## config.mk

```make
export PLATFORM = sky130hd
export DESIGN_NAME = rv32c_fetch_realign
export DESIGN_NICKNAME = d
export VERILOG_FILES = /design/src/rtl/rv32c_fetch_realign.sv
export SDC_FILE = /design/constraint.sdc
export NUM_CORES = 1
export LEC_CHECK = 0
export ABC_CLOCK_PERIOD_IN_PS = 8390
export CAP_MARGIN = 0
export CORE_UTILIZATION = 50
export CTS_BUF_LIST = sky130_fd_sc_hd__clkbuf_2
export DETAILED_ROUTE_END_ITERATION = 12
export PLACE_DENSITY = 0.8
export SYNTH_ARGS = -nofsm -noshare
export SYNTH_HDL_FRONTEND = slang
export SYNTH_SLANG_ARGS = --single-unit
export TNS_END_PERCENT = 50
```

## constraint.sdc

```tcl
create_clock -name clk -period 8.39 [get_ports clk]
set_input_delay 0.839 -clock clk [delete_from_list [all_inputs] [get_ports clk]]
set_output_delay 0.839 -clock clk [all_outputs]
set_load 0.1 [all_outputs]
```

## src/rtl/rv32c_fetch_realign.sv

```systemverilog
// Halfword realignment FIFO feeding the RV32C decompressor: word fetches in, one 16/32-bit instruction out.
// Optional performance counters are compiled in with `define RV32C_FETCH_PERF_EN.
module rv32c_fetch_realign #(
    parameter int unsigned HW_DEPTH = 4,
    parameter logic [31:0] RESET_PC = 32'h0000_0200
) (
    input  logic        clk,
    input  logic        nrst,
    input  logic        flush,
    input  logic [31:0] flush_pc,
    output logic [31:0] fetch_addr,
    output logic        fetch_req,
    input  logic        fetch_valid,
    input  logic [31:0] fetch_word,
    output logic        out_valid,
    input  logic        out_ready,
    output logic [31:0] out_inst,
    output logic [31:0] out_pc,
    output logic        out_compressed
`ifdef RV32C_FETCH_PERF_EN
    ,
    output logic [31:0] perf_cinst_cnt,
    output logic [31:0] perf_split_stall_cnt
`endif
);

    localparam int unsigned PTR_W = $clog2(HW_DEPTH);
    localparam int unsigned CNT_W = $clog2(HW_DEPTH + 1);

    typedef logic [PTR_W-1:0] ptr_t;
    typedef logic [CNT_W-1:0] cnt_t;

    logic [15:0] mem_q [HW_DEPTH];
    logic [15:0] mem_d [HW_DEPTH];
    ptr_t        head_q, head_d;
    ptr_t        tail_q, tail_d;
    cnt_t        count_q, count_d;
    logic [31:0] pc_q, pc_d;
    logic [31:0] fetch_addr_q, fetch_addr_d;
    logic        drop_low_q, drop_low_d;

    logic [15:0] h0, h1;
    logic        accept, pop;
    cnt_t        push_n, pop_n;

    always_comb begin
        h0             = mem_q[head_q];
        h1             = mem_q[head_q + ptr_t'(1)];
        out_compressed = (h0[1:0] != 2'b11);
        out_valid      = !flush && ((count_q >= cnt_t'(1) && out_compressed) ||
                                    (count_q >= cnt_t'(2) && !out_compressed));
        // Credit is based on the registered count only, so a same-cycle pop never frees space early.
        fetch_req      = !flush && (count_q <= cnt_t'(HW_DEPTH - 2));
        out_inst       = out_compressed ? {16'h0000, h0} : {h1, h0};
        out_pc         = pc_q;
        fetch_addr     = fetch_addr_q;

        accept = fetch_req && fetch_valid;
        pop    = out_valid && out_ready;
        push_n = accept ? (drop_low_q ? cnt_t'(1) : cnt_t'(2)) : cnt_t'(0);
        pop_n  = pop ? (out_compressed ? cnt_t'(1) : cnt_t'(2)) : cnt_t'(0);
    end

    always_comb begin
        // NOTE: every signal assigned here gets a default first, so no path can infer a latch.
        mem_d        = mem_q;
        head_d       = head_q;
        tail_d       = tail_q;
        count_d      = count_q;
        pc_d         = pc_q;
        fetch_addr_d = fetch_addr_q;
        drop_low_d   = drop_low_q;

        if (flush) begin
            head_d       = '0;
            tail_d       = '0;
            count_d      = '0;
            pc_d         = flush_pc;
            fetch_addr_d = {flush_pc[31:2], 2'b00};
            drop_low_d   = flush_pc[1];
        end else begin
            if (accept) begin
                if (drop_low_q) begin
                    mem_d[tail_q] = fetch_word[31:16];
                    tail_d        = tail_q + ptr_t'(1);
                end else begin
                    mem_d[tail_q]              = fetch_word[15:0];
                    mem_d[tail_q + ptr_t'(1)]  = fetch_word[31:16];
                    tail_d                     = tail_q + ptr_t'(2);
                end
                fetch_addr_d = fetch_addr_q + 32'd4;
                drop_low_d   = 1'b0;
            end
            if (pop) begin
                head_d = head_q + (out_compressed ? ptr_t'(1) : ptr_t'(2));
                pc_d   = pc_q + (out_compressed ? 32'd2 : 32'd4);
            end
            count_d = count_q + push_n - pop_n;
        end
    end

    // NOTE: the parcel storage has no reset; count qualifies every read, so stale contents are never used.
    always_ff @(posedge clk) begin
        mem_q <= mem_d;
    end

    // NOTE: state flops use non-blocking assignment so every flop samples the pre-edge values.
    always_ff @(posedge clk or negedge nrst) begin
        if (!nrst) begin
            head_q       <= '0;
            tail_q       <= '0;
            count_q      <= '0;
            pc_q         <= RESET_PC;
            fetch_addr_q <= {RESET_PC[31:2], 2'b00};
            drop_low_q   <= RESET_PC[1];
        end else begin
            head_q       <= head_d;
            tail_q       <= tail_d;
            count_q      <= count_d;
            pc_q         <= pc_d;
            fetch_addr_q <= fetch_addr_d;
            drop_low_q   <= drop_low_d;
        end
    end

`ifdef RV32C_FETCH_PERF_EN
    logic [31:0] perf_cinst_q, perf_cinst_d;
    logic [31:0] perf_split_q, perf_split_d;

    always_comb begin
        perf_cinst_d = perf_cinst_q + 32'(pop && out_compressed);
        // A lone upper half of a 32-bit instruction waiting for its second word.
        perf_split_d = perf_split_q + 32'((count_q == cnt_t'(1)) && (h0[1:0] == 2'b11) && !flush);
    end

    always_ff @(posedge clk or negedge nrst) begin
        if (!nrst) begin
            perf_cinst_q <= '0;
            perf_split_q <= '0;
        end else begin
            perf_cinst_q <= perf_cinst_d;
            perf_split_q <= perf_split_d;
        end
    end

    assign perf_cinst_cnt       = perf_cinst_q;
    assign perf_split_stall_cnt = perf_split_q;
`endif

endmodule

```

==> results.toml <==
[sta]
rsz0062_at_grt = "false"
drv_slew = 0
finalSetupTns_ns = 0
worstMarginPinSlew_ns = 1.219
finalHoldViolCount = 0
finalCritPeriodShare_pct = 60.06
fin_crit_ns = 5.039
setup_viol_count_final = 0
slew_headroom_pct = 18.71
fmax_mhz = 198.4
finClkSkew_ns = 0.03208
whs_ns = 0.2744

[logic_synthesis]
synth_warnings = 0
ys_seq_area_share_pct = 43.89
synth_edf_count = 64
syn_inst = 839
netlist_area_mm2 = 0.008376
synth-main-ff-cell = "dfrtp_1"
synth-seq-cells = 134
syn_area_per_cell_um2 = 9.983
ys_async_sr_fraction_pct = 52.24
synthDistinctLibCells = 53

[finish]
nets = 1037
stdcell_count = 1185
drive_gt1_share_pct = 10.43
area_delta_synth_final_pct = 23.27

[job]
maxCapViolCount = 0

[floorplanning]
die_h_um = 131.4
dieArea_mm2 = 0.01727
io_pins = 168
fp-row-count = 46
start_util_pct = 51.97
die_w_um = 131.4
core_mm2 = 0.01612

[hold_path]
min-delay-path-class = "in2async"

[grt]
gr-total-overflow = 0
grt_max_degree = 133
grt_pass1_wl_mm = 38.72
antenna_found_initial = 1
grt_pass1_vias = 7062
gr-usage-all-layers_pct = 28.63

[worst_setup_path]
crit_family = "buffers and inverters"
critPathMaxFanout = 22
cp.arrival_ns = 4.20
worstPathBufferInverterCount = 2
end_kind = "primary output"
cp_slowest_cell = "clkdlybuf4s50_1"
critPathMaxStageDelay_ns = 1.16
crit_chain = "buf_4 -> mux4_2 -> nand2_1 -> a211oi_1 -> nor2_1 -> clkdlybuf4s50_1"
critPathRequiredTime_ns = 7.55
critPathKind = "reg2out"
critPathLaunchType = "flip-flop"

[cts]
clkTransAtPathRegs_ns = 0.21
cts_tree = "done"
cts-resized-gates = 0
cts_made_buffers = 17
cts_setup_buffers = 0
clk_latency_ns = 0.73
cts.path.max_buffers = 2
root_buffer = "clkbuf_2"
cts_hold_buffers = 0
h-tree-depth = 4
clock_sinks = 134

[detailed_routing]
drt_iter0_drc = 928
route.detailed.drc = 0
wirelength_mm = 24.43
final_antenna_net_count = 0
drt_pass1_iterations = 7
wl_per_cell_um = 20.61
vias = 7698
viasPerCell = 6.496

[placement]
port_buffers = 165
place_hpwl_mm = 16.65
gp_congestion = 0.8826
placed_cells = 1152

[pwr]
p_per_area_mw_per_mm2 = 289.5
leakage_nw = 3.621
irDropWorstVdd_mv = 0.2495

[outcome]
outcome = "complete, no violations"
==> metal layers <==
layer / part of all wire (%) / GRT usage [%]
met5: 0 / 0
met1: 42 / 40.53
met4: 3.6 / 12.66
met2: 46 / 42.30
met3: 9.0 / 6.019
==> power breakdown <==
part | switching (W) | internal, W
registers | 0.000118 | 0.000782
logic | 0.00118 | 0.000456
clock network | 0.000256 | 0.000201
==> state kept, by name, indices dropped and copies added, names as in the netlist <==
register	cells
tail_q	2
head_q	2
mem_q	64
fetch_addr	30
count_q	3
out_pc	32
drop_low_q	1
==> cells in the mapped netlist (7+ instances only) <==
library cell | instances | area [um2]
a21oi_1 | 78 | 390.4
a221oi_1 | 64 | 560.5
a31oi_1 | 10 | 62.56
and3_1 | 25 | 156.4
buf_4 | 18 | 135.1
clkbuf_1 | 60 | 225.2
dfrtp_1 | 68 | 1702
edfxtp_1 | 64 | 1922
ha_1 | 10 | 125.1
inv_1 | 12 | 45.04
mux2_2 | 10 | 112.6
mux4_2 | 30 | 675.7
nand2_1 | 122 | 457.9
nand3_1 | 25 | 125.1
nand4_1 | 13 | 81.33
nor2_1 | 35 | 131.4
nor2b_1 | 7 | 43.79
nor3_1 | 10 | 50.05
o2111ai_1 | 9 | 78.83
o211ai_1 | 19 | 142.6
o21ai_0 | 40 | 200.2
o311ai_0 | 11 | 96.34
o31ai_1 | 8 | 60.06
or4_1 | 8 | 60.06
xnor2_1 | 14 | 122.6
xor2_1 | 12 | 105.1
==> stage by stage <==
step	power, W	setup WS (ns)	instance area [um2]	utilization (%)
final	0.002989	3.351	10320	64.07
after global routing	0.003110	3.096	10320	64.07
after CTS	0.002989	3.276	10320	64.05
after detailed placement	0.002537	4.028	10030	62.26
after global placement	0.002515	4.160	10030	62.26
after floorplan	0.002145	2.810	8379	-
==> final timing paths <==
path,slack [ns],endpoint,depth (start not counted),start
min,0.27,fetch_addr[28]$_DFFE_PN0P_,2,nrst
min in group clk,0.54,out_pc[0]$_DFFE_PN0P_,1,out_pc[0]$_DFFE_PN0P_
max,3.35,out_valid,6,head_q[1]$_DFFE_PN0N_
min reg2reg,0.54,out_pc[0]$_DFFE_PN0P_,1,out_pc[0]$_DFFE_PN0P_
max reg2reg,3.94,out_pc[28]$_DFFE_PN0N_,10,head_q[1]$_DFFE_PN0N_
max in group asynchronous,7.42,drop_low_q$_DFFE_PN0P_,2,nrst
==> final cells by class <==
type / count / area (um2)
Clock inverter: 14 / 198.9
Antenna cell: 1 / 2.502
Tap cell: 216 / 270.3
Sequential cell: 134 / 3681
Fill cell: 1301 / 5791
Inverter: 13 / 48.80
Multi-Input combinational cell: 607 / 4264
Timing Repair Buffer: 182 / 1769
Clock buffer: 18 / 90.09
==> placed cells by master, fill, tap and decap left out, types with 9 or more instances in the layout <==
cell type / n
xnor2_1: 14
nand2_1: 122
nand3_1: 25
mux4_2: 30
o21ai_0: 40
nor2_1: 35
nor3_1: 9
dfrtp_1: 66
a221oi_1: 64
xor2_1: 12
buf_4: 17
a31oi_1: 10
nand4_1: 13
clkdlybuf4s50_1: 163
ha_1: 10
o2111ai_1: 9
and3_1: 25
clkbuf_2: 18
mux2_2: 10
o311ai_0: 11
o211ai_1: 19
inv_1: 12
a21oi_1: 78
edfxtp_1: 64
==> kinds of logic after synthesis <==
| family | after synthesis | share of synthesized area, % |
|---|---|---|
| buf+inv | 99 | 5.378 |
| simple gates | 264 | 14.73 |
| xor+xnor | 26 | 2.719 |
| compound gates | 259 | 21.26 |
| fa+ha+maj | 13 | 2.211 |
| mux | 43 | 9.770 |
| flops | 134 | 43.89 |
| other cells | 1 | 0.04477 |
(Power assumes the default switching activity.)
